$ cat src/rtl/axil_pkg.sv
// Shared constants and types for the AXI-Lite UART transmitter: response codes,
// register offsets, STATUS bit positions and the serializer state type.
package axil_pkg;

  localparam logic [1:0] RESP_OKAY   = 2'b00;
  localparam logic [1:0] RESP_SLVERR = 2'b10;

  localparam logic [1:0] OFF_TXDATA  = 2'd0;
  localparam logic [1:0] OFF_STATUS  = 2'd1;
  localparam logic [1:0] OFF_DIVISOR = 2'd2;

  localparam int unsigned ST_FULL    = 0;
  localparam int unsigned ST_EMPTY   = 1;
  localparam int unsigned ST_BUSY    = 2;
  localparam int unsigned ST_OVF     = 3;
  localparam int unsigned ST_CNT_LSB = 8;
  localparam int unsigned ST_CNT_W   = 5;

  typedef enum logic [1:0] {
    SER_IDLE,
    SER_START,
    SER_DATA,
    SER_STOP
  } ser_state_t;

  // A zero divisor behaves as one clock per bit.
  function automatic logic [15:0] eff_div(input logic [15:0] d);
    return (d == 16'd0) ? 16'd1 : d;
  endfunction

endpackage

$ cat src/rtl/uart_tx_serializer.sv
// 8N1 serializer: takes one byte per valid/ready handshake and shifts it out
// LSB first, each bit lasting the divisor latched at frame start.
module uart_tx_serializer
  import axil_pkg::*;
(
  input  logic        AXI_CLK,
  input  logic        RESET,
  input  logic [7:0]  tx_byte,
  input  logic        tx_valid,
  output logic        tx_ready,
  input  logic [15:0] divisor,
  output logic        txd,
  output logic        busy
);

  ser_state_t  state_q, state_d;
  logic [15:0] div_q, div_d;
  logic [15:0] cnt_q, cnt_d;
  logic [2:0]  bit_q, bit_d;
  logic [7:0]  shreg_q, shreg_d;
  logic        bit_end;

  assign bit_end = (cnt_q == div_q - 16'd1);
  assign busy    = (state_q != SER_IDLE);

  always_ff @(posedge AXI_CLK) begin
    if (RESET) begin
      state_q <= SER_IDLE;
      div_q   <= 16'd1;
      cnt_q   <= '0;
      bit_q   <= '0;
      shreg_q <= '0;
    end else begin
      state_q <= state_d;
      div_q   <= div_d;
      cnt_q   <= cnt_d;
      bit_q   <= bit_d;
      shreg_q <= shreg_d;
    end
  end

  always_comb begin
    state_d  = state_q;
    div_d    = div_q;
    cnt_d    = cnt_q;
    bit_d    = bit_q;
    shreg_d  = shreg_q;
    tx_ready = 1'b0;
    txd      = 1'b1;
    case (state_q)
      SER_IDLE: begin
        tx_ready = 1'b1;
        if (tx_valid) begin
          state_d = SER_START;
          shreg_d = tx_byte;
          div_d   = eff_div(divisor);
          cnt_d   = '0;
        end
      end
      SER_START: begin
        txd = 1'b0;
        if (bit_end) begin
          cnt_d   = '0;
          bit_d   = '0;
          state_d = SER_DATA;
        end else begin
          cnt_d = cnt_q + 16'd1;
        end
      end
      SER_DATA: begin
        txd = shreg_q[0];
        if (bit_end) begin
          cnt_d   = '0;
          shreg_d = {1'b0, shreg_q[7:1]};
          if (bit_q == 3'd7) state_d = SER_STOP;
          else               bit_d   = bit_q + 3'd1;
        end else begin
          cnt_d = cnt_q + 16'd1;
        end
      end
      SER_STOP: begin
        txd = 1'b1;
        if (bit_end) begin
          // Accepting on the last stop clock lets frames run back to back.
          tx_ready = 1'b1;
          if (tx_valid) begin
            state_d = SER_START;
            shreg_d = tx_byte;
            div_d   = eff_div(divisor);
            cnt_d   = '0;
          end else begin
            state_d = SER_IDLE;
          end
        end else begin
          cnt_d = cnt_q + 16'd1;
        end
      end
      default: state_d = SER_IDLE;
    endcase
  end

endmodule

$ cat src/rtl/axil_uart_tx.sv
// AXI4-Lite register front end for a UART transmitter: TXDATA/STATUS/DIVISOR
// registers, a TX byte FIFO, and the serializer sub-module.
module axil_uart_tx
  import axil_pkg::*;
#(
  parameter logic [31:0] BASE_ADDR   = 32'h0000_0000,
  parameter int unsigned FIFO_DEPTH  = 16,
  parameter logic [15:0] DEFAULT_DIV = 16'd868
) (
  input  logic        AXI_CLK,
  input  logic        RESET,
  input  logic [31:0] AXI_awaddr,
  input  logic [2:0]  AXI_awprot,
  input  logic        AXI_awvalid,
  output logic        AXI_awready,
  input  logic [31:0] AXI_wdata,
  input  logic [3:0]  AXI_wstrb,
  input  logic        AXI_wvalid,
  output logic        AXI_wready,
  output logic [1:0]  AXI_bresp,
  output logic        AXI_bvalid,
  input  logic        AXI_bready,
  input  logic [31:0] AXI_araddr,
  input  logic [2:0]  AXI_arprot,
  input  logic        AXI_arvalid,
  output logic        AXI_arready,
  output logic [31:0] AXI_rdata,
  output logic [1:0]  AXI_rresp,
  output logic        AXI_rvalid,
  input  logic        AXI_rready,
  output logic        TXD
);

  localparam int unsigned PW = $clog2(FIFO_DEPTH);
  localparam int unsigned CW = PW + 1;

  logic          rst_done;
  logic          aw_cap, w_cap;
  logic [31:0]   awaddr_q, wdata_q;
  logic [3:0]    wstrb_q;
  logic          bvalid_q, rvalid_q;
  logic [1:0]    bresp_q, rresp_q;
  logic [31:0]   rdata_q;

  logic [7:0]    fifo_mem [FIFO_DEPTH];
  logic [PW-1:0] wr_ptr, rd_ptr;
  logic [CW-1:0] count;
  logic          overflow;
  logic [15:0]   divisor;

  logic          aw_hs, w_hs, ar_hs, do_write;
  logic [31:0]   wr_addr, wr_data;
  logic [3:0]    wr_strb;
  logic          wr_mapped, rd_mapped;
  logic          fifo_full, fifo_empty;
  logic          push_req, push, pop, ovf_set, ovf_clr, div_wr;
  logic [1:0]    wr_resp;
  logic [31:0]   rd_val;
  logic          ser_ready, tx_busy;
  logic [7:0]    fifo_head;

  assign AXI_awready = rst_done && !aw_cap && !bvalid_q;
  assign AXI_wready  = rst_done && !w_cap && !bvalid_q;
  assign AXI_arready = rst_done && !rvalid_q;
  assign AXI_bvalid  = bvalid_q;
  assign AXI_bresp   = bresp_q;
  assign AXI_rvalid  = rvalid_q;
  assign AXI_rresp   = rresp_q;
  assign AXI_rdata   = rdata_q;

  assign aw_hs = AXI_awvalid && AXI_awready;
  assign w_hs  = AXI_wvalid && AXI_wready;
  assign ar_hs = AXI_arvalid && AXI_arready;

  // A live handshake stands in for a captured channel, so a write completes
  // on the same edge as whichever of AW/W arrives last.
  assign wr_addr  = aw_cap ? awaddr_q : AXI_awaddr;
  assign wr_data  = w_cap ? wdata_q : AXI_wdata;
  assign wr_strb  = w_cap ? wstrb_q : AXI_wstrb;
  assign do_write = (aw_cap || aw_hs) && (w_cap || w_hs);

  assign wr_mapped = (wr_addr[31:4] == BASE_ADDR[31:4]) && (wr_addr[3:2] != 2'd3);
  assign rd_mapped = (AXI_araddr[31:4] == BASE_ADDR[31:4]) && (AXI_araddr[3:2] != 2'd3);

  assign fifo_full  = (count == CW'(FIFO_DEPTH));
  assign fifo_empty = (count == '0);
  assign fifo_head  = fifo_mem[rd_ptr];

  assign push_req = do_write && wr_mapped && (wr_addr[3:2] == OFF_TXDATA) && wr_strb[0];
  assign push     = push_req && !fifo_full;
  assign ovf_set  = push_req && fifo_full;
  assign ovf_clr  = do_write && wr_mapped && (wr_addr[3:2] == OFF_STATUS) && wr_strb[0] && wr_data[3];
  assign div_wr   = do_write && wr_mapped && (wr_addr[3:2] == OFF_DIVISOR);
  assign wr_resp  = (!wr_mapped || ovf_set) ? RESP_SLVERR : RESP_OKAY;
  assign pop      = ser_ready && !fifo_empty;

  always_comb begin
    rd_val = '0;
    if (rd_mapped) begin
      case (AXI_araddr[3:2])
        OFF_STATUS: begin
          rd_val[ST_FULL]                   = fifo_full;
          rd_val[ST_EMPTY]                  = fifo_empty;
          rd_val[ST_BUSY]                   = tx_busy;
          rd_val[ST_OVF]                    = overflow;
          rd_val[ST_CNT_LSB +: ST_CNT_W]    = ST_CNT_W'(count);
        end
        OFF_DIVISOR: rd_val[15:0] = divisor;
        default: rd_val = '0;
      endcase
    end
  end

  always_ff @(posedge AXI_CLK) begin
    if (RESET) begin
      rst_done <= 1'b0;
      aw_cap   <= 1'b0;
      w_cap    <= 1'b0;
      awaddr_q <= '0;
      wdata_q  <= '0;
      wstrb_q  <= '0;
      bvalid_q <= 1'b0;
      bresp_q  <= '0;
      rvalid_q <= 1'b0;
      rresp_q  <= '0;
      rdata_q  <= '0;
    end else begin
      rst_done <= 1'b1;
      if (do_write) begin
        aw_cap   <= 1'b0;
        w_cap    <= 1'b0;
        bvalid_q <= 1'b1;
        bresp_q  <= wr_resp;
      end else begin
        if (aw_hs) begin
          aw_cap   <= 1'b1;
          awaddr_q <= AXI_awaddr;
        end
        if (w_hs) begin
          w_cap   <= 1'b1;
          wdata_q <= AXI_wdata;
          wstrb_q <= AXI_wstrb;
        end
        if (bvalid_q && AXI_bready) bvalid_q <= 1'b0;
      end
      if (ar_hs) begin
        rvalid_q <= 1'b1;
        rdata_q  <= rd_val;
        rresp_q  <= rd_mapped ? RESP_OKAY : RESP_SLVERR;
      end else if (rvalid_q && AXI_rready) begin
        rvalid_q <= 1'b0;
      end
    end
  end

  always_ff @(posedge AXI_CLK) begin
    if (push) fifo_mem[wr_ptr] <= wr_data[7:0];
  end

  always_ff @(posedge AXI_CLK) begin
    if (RESET) begin
      wr_ptr   <= '0;
      rd_ptr   <= '0;
      count    <= '0;
      overflow <= 1'b0;
      divisor  <= DEFAULT_DIV;
    end else begin
      if (push) wr_ptr <= wr_ptr + PW'(1);
      if (pop)  rd_ptr <= rd_ptr + PW'(1);
      count <= count + CW'(push) - CW'(pop);
      if (ovf_set)      overflow <= 1'b1;
      else if (ovf_clr) overflow <= 1'b0;
      if (div_wr && wr_strb[0]) divisor[7:0]  <= wr_data[7:0];
      if (div_wr && wr_strb[1]) divisor[15:8] <= wr_data[15:8];
    end
  end

  uart_tx_serializer u_ser (
    .AXI_CLK  (AXI_CLK),
    .RESET    (RESET),
    .tx_byte  (fifo_head),
    .tx_valid (!fifo_empty),
    .tx_ready (ser_ready),
    .divisor  (divisor),
    .txd      (TXD),
    .busy     (tx_busy)
  );

  logic unused_bits;
  assign unused_bits = ^{AXI_awprot, AXI_arprot, AXI_araddr[1:0], wr_addr[1:0],
                         wr_data[31:16], wr_data[7:4], wr_data[2:0], wr_strb[3:2]};

endmodule
$ cat config.mk
export PLATFORM = sky130hd
export DESIGN_NAME = axil_uart_tx
export DESIGN_NICKNAME = d
export VERILOG_FILES = /design/src/rtl/axil_pkg.sv /design/src/rtl/uart_tx_serializer.sv /design/src/rtl/axil_uart_tx.sv
export SDC_FILE = /design/constraint.sdc
export NUM_CORES = 1
export LEC_CHECK = 0
export CAP_MARGIN = 20
export CORE_MARGIN = 5
export CORE_UTILIZATION = 45
export DETAILED_ROUTE_END_ITERATION = 16
export GPL_TIMING_DRIVEN = 1
export PLACE_DENSITY = 0.63
export SETUP_SLACK_MARGIN = 0.2
export SYNTH_ARGS = -nofsm -noshare
export SYNTH_HDL_FRONTEND = slang
export SYNTH_HIERARCHICAL = 1
export SYNTH_SLANG_ARGS = --single-unit
$ cat constraint.sdc
create_clock -name AXI_CLK -period 9.35 [get_ports AXI_CLK]
set_input_delay 2.805 -clock AXI_CLK [delete_from_list [all_inputs] [get_ports AXI_CLK]]
set_output_delay 2.805 -clock AXI_CLK [all_outputs]
set_load 0.02 [all_outputs]
==> results.toml, run 1 <==
[status]
status = "finished clean"

[die]
fp.dieH_um = 180
die_w_um = 180
num_io_pins = 155
placeableCoreArea_sq_um = 28500
placementRows = 62
die_area_sq_um = 32300
initial_core_util_pct = 45.3

[setup_path]
crit_arrival_ns = 6.14
cp_max_fo = 7
worstRegToRegCells = 18
timing_worst_setup_path_type = "input pin to flip-flop"
start_kind = "input pin"
end_kind = "flip-flop"
cp_data_required_time_ns = 9.86

[run]
cap_violations = 0

[sta]
finalCriticalPeriod_ns = 5.63
period_share_pct = 60.2
clock_skew_ns = 0.0451
maxSlewViolCount = 0
slew_headroom_pct = 30.6
max_freq_mhz = 178
fin_setup_tns_ns = 0
rsz0062_at_grt = "no"
finalHoldViolCount = 0
worst_pin_slew_ns = 1.04
setup_viol_count_final = 0

[synth]
syn-mean-instance-area_sq_um = 11.4
synthSimpleGateAreaFrac_pct = 16.6
yosysSeqAreaShare_pct = 52.9
yosysTopAreaCell = "edfxtp_1"
ys_top_cells_by_area = "edfxtp_1 (30%), dfxtp_1 (23%), mux4_2 (7.0%)"
yosys.area.top_type_share_pct = 29.7
synthAdderAreaFrac_pct = 2.47
synth_compound_area_share_pct = 8.92
ys.warnings.count = 6
synth_cell_type_count = 85
syn-cell-area_sq_um = 12900
synth-edff-count = 128
synth_xor_area_share_pct = 1.73
ys_seq_elements = 278
synth_mux_area_share_pct = 13.5
synth_top_family_by_area = "simple AND/OR/NAND/NOR gates"
ys.flop_type = "dfxtp_1"
synthArstFlopShare_pct = 0
synthCells = 1131

[cells_and_area]
final_nets = 1354
area_delta_synth_final_pct = 17.7
finalNonFillerCells = 1624
drive_gt1_share_pct = 11.7
layout_common_cells = "dfxtp_1 (148), edfxtp_1 (128), clkdlybuf4s50_1 (107)"
insertedDiodeCount = 0
final_common_cell = "dfxtp_1"

[pwr]
leakagePower_nw = 5.39
ir_drop_uv = 153
cellPowerDensity_nw_per_um2 = 237

[detailed_routing]
drt_iter0_drc = 564
ant_nets = 0
first_pass_iters = 5
wl_per_cell_um = 18.0
viasPerCell = 5.41
vias = 8787
route.detailed.drc = 0
wirelength_um = 29300

[grt]
antenna_found_initial = 0
grt_pass1_wl_um = 47500
track_usage_pct = 17.7
grt_pass1_vias = 8864
grt.overflow.total = 0
grt_max_degree = 103

[clock_network]
cts_tree = "yes"
cts-root-buf = "clkbuf_16"
cts_sinks = 278
htree_levels = 1
clk-insertion-delay-late_ns = 0.58
cts.path.max_buffers = 3
cts_post_setup_buffers_inserted = 0
cts-buffers-inserted = 30
post_cts_resized = 0
clk_pin_slew_ns = 0.06
cts_hold_buf = 0

[place]
place.gp.congestion = 0.821
io_buffers = 108
dp.final_hpwl_um = 19900
placedCellCount = 1567

[hold_path]
whs_path_depth = 2
hold_class = "flip-flop to flip-flop"
-- worst max-delay path, stage by stage --
cell,delay [ns]
clkdlybuf4s50_1,0.42
nor4_1,0.40
nand4_2,0.19
nor4_4,0.33
o2111a_4,0.34
inv_4,0.06
ha_1,0.27
inv_1,0.04
ha_1,0.20
fa_1,0.41
a21oi_1,0.14
nor2_1,0.06
or3_1,0.33
a21oi_1,0.13
-- synthesized netlist by cell type, drive strengths merged, types with 21 or more instances --
library cell  number
o21ai             32
ha                24
nor3              34
nor4              27
edfxtp           128
mux4              40
nor2              99
a21oi             55
dfxtp            150
inv               21
clkbuf            47
nand2             96
mux2i             63
nand2b            57
buf               37
-- through the flow --
stage	setup WS, ns	power (W)	hold slack, ns	util (%)	cell area (sq um)
floorplan	3.90	0.00223	0.436	-	13000
global placement	3.14	0.00245	0.443	49.9	14200
detailed placement	3.10	0.00247	0.449	49.9	14200
CTS	3.69	0.00364	0.458	53.3	15200
global route	3.46	0.00380	0.473	53.4	15200
finish	3.72	0.00361	0.456	53.4	15200
-- path summary, 6_finish.rpt --
check                  from           end  slack, ns
max           AXI_awaddr[4]      count[4]       3.72
min            awaddr_q[16]  awaddr_q[16]       0.46
min reg2reg    awaddr_q[16]  awaddr_q[16]       0.46
max reg2reg  u_ser/div_q[0]      count[4]       4.33
-- sequential cells by signal, summed over array words and instances (netlist names), 2 cells and up, named ones only --
name	flops
fifo_mem	128
awaddr_q	30
AXI_rdata	16
divisor	16
u_ser/cnt_q	16
u_ser/div_q	16
wdata_q	16
u_ser/shreg_q	8
count	5
rd_ptr	4
wr_ptr	4
u_ser/bit_q	3
u_ser/state_q	2
wstrb_q	2
-- per-layer routing --
metal / global-route usage (%) / part of all wire, %
met5: 0 / 0
met4: 3.20 / 1.8
met3: 3.09 / 4.5
met2: 29.4 / 48
met1: 24.7 / 46
-- where the power goes --
part	internal [W]	switching, W	leakage (nW)
Combinational	0.000459	0.000531	2.56
Clock	0.000672	0.000492	0.458
Sequential	0.00135	0.000106	2.37
Total	0.00248	0.00113	5.39
-- layout make-up --
| type | count | area (sq um) |
|---|---|---|
| fill | 2552 | 13300 |
| sequential | 278 | 6850 |
| multi-input combinational | 764 | 5660 |
| timing repair buffer | 120 | 1180 |
| clock buffer | 34 | 766 |
| tap | 384 | 480 |
| clock inverter | 22 | 214 |
| inverter | 22 | 85.1 |
-- logic make-up (layout without fill, tap and decap cells) --
logic type | count (synthesis) | after routing
AO/OA/AOI/OAI | 169 | 169
AND/OR/NAND/NOR | 406 | 406
buffers and inverters | 106 | 198
flip-flops | 278 | 278
other | 1 | 18
multiplexers | 122 | 122
adder cells (fa/ha/maj) | 25 | 25
XOR/XNOR | 24 | 24
No activity file was read; power rests on OpenSTA's default activity.
==> run 2, diff against run 1 <==
==> constraint.sdc (replaced) <==
create_clock -name AXI_CLK -period 5.2 [get_ports AXI_CLK]
set_input_delay 1.56 -clock AXI_CLK [delete_from_list [all_inputs] [get_ports AXI_CLK]]
set_output_delay 1.56 -clock AXI_CLK [all_outputs]
set_load 0.02 [all_outputs]
==> results.toml, run 2 (synthesis gave the netlist of run 1 again) <==
[sta]
hold_ws_ns = 0.455
period_share_pct = 87.9
finalCriticalPeriod_ns = 4.57
layout_setup_ws_ns = 0.627
maxSlewViolCount = 0
clock_skew_ns = 0.0146
setup_viol_count_final = 0
slew_headroom_pct = 31.0
finalHoldViolCount = 0
fin_setup_tns_ns = 0
rsz0062_at_grt = "no"
max_freq_mhz = 219
worst_pin_slew_ns = 1.03

[setup_path]
rr_endpoint = "count[4]"
critPathTopFamily = "simple AND/OR/NAND/NOR gates"
r2r_slack_ns = 0.63
cp_data_required_time_ns = 5.68
cp.buffers_inverters = 2
path_cells = "inv_1 > ha_1 > or3b_2 > nor4_1 > o32ai_1 > nor4_2 > and3_1 > nand2_1 > a21oi_1 > nor2b_1 > ha_1 > inv_1 > ha_1 > fa_1 > a21oi_1 > nor2_1 > or3_1 > a21oi_1"
cpPeakStageDelay_ns = 0.55
start_kind = "flip-flop"
cpMaxStageDelayCell = "or3b_2"
timing_worst_setup_path_type = "flip-flop to flip-flop"
crit_arrival_ns = 5.06
r2r_start = "u_ser/div_q[0]"
cp_max_fo = 6
worstRegToRegCells = 18
end_kind = "flip-flop"

[clock_network]
cts-buffers-inserted = 31
cts.path.max_buffers = 3
cts_sinks = 278
cts_hold_buf = 0
cts-root-buf = "clkbuf_16"
cts_tree = "yes"
htree_levels = 1
cts_post_setup_buffers_inserted = 0
clk-insertion-delay-late_ns = 0.56
clk_pin_slew_ns = 0.06
post_cts_resized = 0

[grt]
grt_pass1_wl_um = 48000
grt.overflow.total = 0
antenna_found_initial = 0
grt_max_degree = 91
grt_pass1_vias = 8885
track_usage_pct = 17.9

[detailed_routing]
wl_met3_um = 1530
first_pass_iters = 5
wirelength_um = 30000
ant_nets = 0
drt_iter0_drc = 589
vias = 8971
route.detailed.drc = 0
wl_met1_um = 13500
viasPerCell = 5.47
wl_per_cell_um = 18.3
route.met2.wl_um = 14300
highest_layer = "met4"

[pwr]
p_seq_share_pct = 40.4
switchingPower_w = 0.00204
clockPowerShare_pct = 32.8
leakagePower_nw = 5.51
intPower_w = 0.00451
comb_power_share_pct = 26.9
switching_share_pct = 31.1
cellPowerDensity_nw_per_um2 = 426
ir_drop_uv = 297

[cells_and_area]
final_util_pct = 53.9
seq_area_sq_um = 6850
largest_register = "fifo_mem"
drive_gt1_share_pct = 13.1
multi_input_area_sq_um = 5660
top_regs = "fifo_mem: 128 flops, awaddr_q: 30 flops"
final_nets = 1369
final_common_cell = "dfxtp_1"
insertedDiodeCount = 0
area_delta_synth_final_pct = 18.8
fillers = 2503
largest_reg_flops = 128
layout_common_cells = "dfxtp_1 (148), edfxtp_1 (128), clkdlybuf4s50_1 (107)"

[die]
initial_core_util_pct = 45.3
placeableCoreArea_sq_um = 28500
placementRows = 62
die_area_sq_um = 32300
fp.dieH_um = 180
num_io_pins = 155
die_w_um = 180

[hold_path]
holdPathEnd = "awaddr_q[22]"
hold_class = "flip-flop to flip-flop"
hold_start = "awaddr_q[22]"
whs_path_depth = 2

[place]
io_buffers = 108
dp_slack_ns = 0.309
dp.final_hpwl_um = 20400
place.gp.congestion = 0.829

[run]
cap_violations = 0

[status]
status = "finished clean"
-- run 2: cell type report --
cell class | instances | share of cell area [%]
timing repair buffer | 134 | 8.33
tap | 384 | 3.12
clock inverter | 13 | 0.740
inverter | 22 | 0.553
clock buffer | 45 | 5.91
multi-input combinational | 764 | 36.8
sequential | 278 | 44.5
-- run 2: worst max path at each step --
stage | startpoint | to | slack, ns | cells after the start
5_1_grt | u_ser/div_q[0] | count[4] | 0.40 | 18
4_1_cts | u_ser/div_q[0] | count[4] | 0.69 | 18
2_1_floorplan | u_ser/div_q[0] | count[4] | 0.97 | 21
3_5_place_dp | AXI_awaddr[23] | count[4] | 0.31 | 14
3_3_place_gp | AXI_awaddr[2] | count[4] | 0.33 | 14
6_report | u_ser/div_q[0] | count[4] | 0.63 | 18
-- run 2: power groups by stage --
stage	Clock, W	Combinational, W	Sequential, W
after global routing	0.00230	0.00193	0.00268
after global placement	0	0.00173	0.00269
final	0.00215	0.00176	0.00264
after CTS	0.00220	0.00177	0.00265
after floorplan	0	0.00144	0.00257
after detailed placement	0	0.00176	0.00269
-- run 2: metal layers --
| layer | vias to the layer above | GRT usage, % |
|---|---|---|
| met5 | - | 0 |
| met4 | 0 | 3.78 |
| met3 | 47 | 3.19 |
| met2 | 222 | 30.2 |
| met1 | 4350 | 24.5 |
| li1 | 4352 | - |
-- run 2: worst reg2reg max path, delay by kind of cell, from the launching register on --
family,cells,cell delay (ns)
buffers and inverters,2,0.12
adders and majority gates,4,1.00
and+or+nand+nor,8,2.42
DFF,1,0.37
AOI/OAI and AO/OA,4,0.62
-- run 2: through the flow --
stage / cell area, sq um / power [W] / instances
after floorplan: 13000 / 0.00400 / 1148
after global placement: 14300 / 0.00442 / 1581
after detailed placement: 14300 / 0.00445 / 1581
after CTS: 15400 / 0.00661 / 1639
after global routing: 15400 / 0.00690 / 1640
final: 15400 / 0.00655 / 1640
==> run 3, diff against run 2 <==
--- a/config.mk
+++ b/config.mk
@@ -9,8 +9,9 @@
 export CORE_MARGIN = 5
 export CORE_UTILIZATION = 45
 export DETAILED_ROUTE_END_ITERATION = 16
+export DONT_BUFFER_PORTS = 1
 export GPL_TIMING_DRIVEN = 1
-export PLACE_DENSITY = 0.63
+export PLACE_DENSITY = 0.56
 export SETUP_SLACK_MARGIN = 0.2
 export SYNTH_ARGS = -nofsm -noshare
 export SYNTH_HDL_FRONTEND = slang
==> constraint.sdc (replaced) <==
create_clock -name AXI_CLK -period 5.2 [get_ports AXI_CLK]
set_input_delay 1.56 -clock AXI_CLK [delete_from_list [all_inputs] [get_ports AXI_CLK]]
set_output_delay 1.56 -clock AXI_CLK [all_outputs]
set_load 0.005 [all_outputs]
==> results.toml, run 3 (synthesis gave the netlist of run 1 again) <==
[cells_and_area]
fillers = 2596
seq_area_sq_um = 6850
largest_reg_flops = 128
insertedDiodeCount = 0
drive_gt1_share_pct = 13.3
multi_input_area_sq_um = 5660
largest_register = "fifo_mem"
layout_common_cells = "dfxtp_1 (149), edfxtp_1 (128), nor2_1 (99)"
final_common_cell = "dfxtp_1"
top_regs = "fifo_mem: 128 flops, awaddr_q: 30 flops"
fin_area_sq_um = 14100
area_delta_synth_final_pct = 9.25
final_nets = 1245

[grt]
grt_pass1_wl_um = 45900
grt_pass1_vias = 8148
grt.overflow.total = 0
antenna_found_initial = 1
grt_max_degree = 162
track_usage_pct = 17.2

[detailed_routing]
wl_met1_um = 13300
first_pass_iters = 5
wl_per_cell_um = 18.9
vias = 8443
wl_met3_um = 1290
route.met2.wl_um = 13600
drt_iter0_drc = 611
wirelength_um = 28700
ant_nets = 0
viasPerCell = 5.58
route.detailed.drc = 0
highest_layer = "met4"

[sta]
fin_setup_tns_ns = 0
setup_viol_count_final = 0
maxSlewViolCount = 0
worst_pin_slew_ns = 1.00
hold_ws_ns = 0.453
finalHoldViolCount = 0
slew_headroom_pct = 33.1
rsz0062_at_grt = "no"
finalCriticalPeriod_ns = 4.48
period_share_pct = 86.2
max_freq_mhz = 223
clock_skew_ns = 0.0238

[pwr]
p_seq_share_pct = 41.1
switching_share_pct = 31.2
cellPowerDensity_nw_per_um2 = 447
switchingPower_w = 0.00197
intPower_w = 0.00435
comb_power_share_pct = 26.2
clockPowerShare_pct = 32.7
ir_drop_uv = 256
power_w = 0.00632
leakagePower_nw = 5.01

[die]
num_io_pins = 155
die_w_um = 180
die_area_sq_um = 32300
placeableCoreArea_sq_um = 28500
initial_core_util_pct = 45.3
fp.dieH_um = 180
placementRows = 62

[setup_path]
cpPeakStageDelay_ns = 0.53
crit_arrival_ns = 4.97
start_kind = "flip-flop"
cpMaxStageDelayCell = "or3b_2"
end_kind = "flip-flop"
cp_max_fo = 6
path_cells = "inv_1 > ha_1 > or3b_2 > nor4_1 > o32ai_1 > nor4_2 > and3_1 > nand2_1 > a21oi_1 > nor2b_1 > ha_1 > inv_1 > ha_1 > fa_1 > a21oi_1 > nor2_1 > or3_1 > a21oi_1"
cp_data_required_time_ns = 5.69
timing_worst_setup_path_type = "flip-flop to flip-flop"

[clock_network]
cts.path.max_buffers = 3
cts_hold_buf = 0
clk_pin_slew_ns = 0.06
cts_tree = "yes"
cts_post_setup_buffers_inserted = 0
cts-buffers-inserted = 30
clk-insertion-delay-late_ns = 0.57
post_cts_resized = 0
cts-root-buf = "clkbuf_16"
cts_sinks = 278
htree_levels = 1

[hold_path]
hold_class = "flip-flop to flip-flop"

[place]
io_buffers = 0
dp.final_hpwl_um = 19400
place.gp.congestion = 0.788
placed_area_sq_um = 13200

[status]
status = "finished clean"

[run]
cap_violations = 0
run 3: cell types whose count changed in the layout (fill, tap and decap cells not counted), moves of 2 or more:
cell,delta
clkbuf_2,+3
clkinv_4,+2
clkbuf_1,-6
clkbuf_16,-2
buf_4,-16
clkdlybuf4s50_1,-107
inv_4,+2
run 3: final timing paths:
kind,startpoint,to,slack [ns],cells after the start
worst max-delay path,u_ser/div_q[0],count[4],0.72,18
worst min register to register,awaddr_q[16],awaddr_q[16],0.45,2
worst max register to register,u_ser/div_q[0],count[4],0.72,18
worst min-delay path,awaddr_q[16],awaddr_q[16],0.45,2
run 3: layer usage:
metal / global-route usage (%) / vias to the layer above
li1: - / 4105
met1: 24.3 / 4129
met2: 28.1 / 167
met3: 2.97 / 42
met4: 3.66 / 0
met5: 0 / -
run 3: layout make-up:
| cell class | count | share of cell area, % |
|---|---|---|
| repair buffers | 11 | 0.637 |
| clock inverters | 14 | 0.787 |
| clock buffers | 41 | 6.12 |
| multi-input cells | 764 | 40.0 |
| inverters | 22 | 0.602 |
| flip-flops and latches | 278 | 48.4 |
| well taps | 384 | 3.40 |
run 3: power by group through the flow:
stage	sequential, W	clock (W)	combinational (W)
3_5_place_dp	0.00265	0	0.00166
4_1_cts	0.00260	0.00213	0.00167
6_report	0.00260	0.00207	0.00165
5_1_grt	0.00262	0.00222	0.00184
3_3_place_gp	0.00264	0	0.00165
2_1_floorplan	0.00256	0	0.00142
run 3: per-stage QoR:
| stage | worst slack [ns] | instances | utilization [%] |
|---|---|---|---|
| floorplan | 0.974 | 1148 | - |
| global route | 0.385 | 1514 | 49.5 |
| CTS | 0.723 | 1513 | 49.5 |
| detailed placement | 0.698 | 1458 | 46.1 |
| global placement | 0.661 | 1458 | 46.1 |
| finish | 0.716 | 1514 | 49.5 |
run 3: worst max-delay path: cells and delay by family (launching register included):
| family | cells | cell delay [ns] |
|---|---|---|
| AND/OR/NAND/NOR | 8 | 2.34 |
| buffers and inverters | 2 | 0.12 |
| adder cells (fa/ha/maj) | 4 | 0.98 |
| flip-flops | 1 | 0.37 |
| AO/OA/AOI/OAI | 4 | 0.61 |
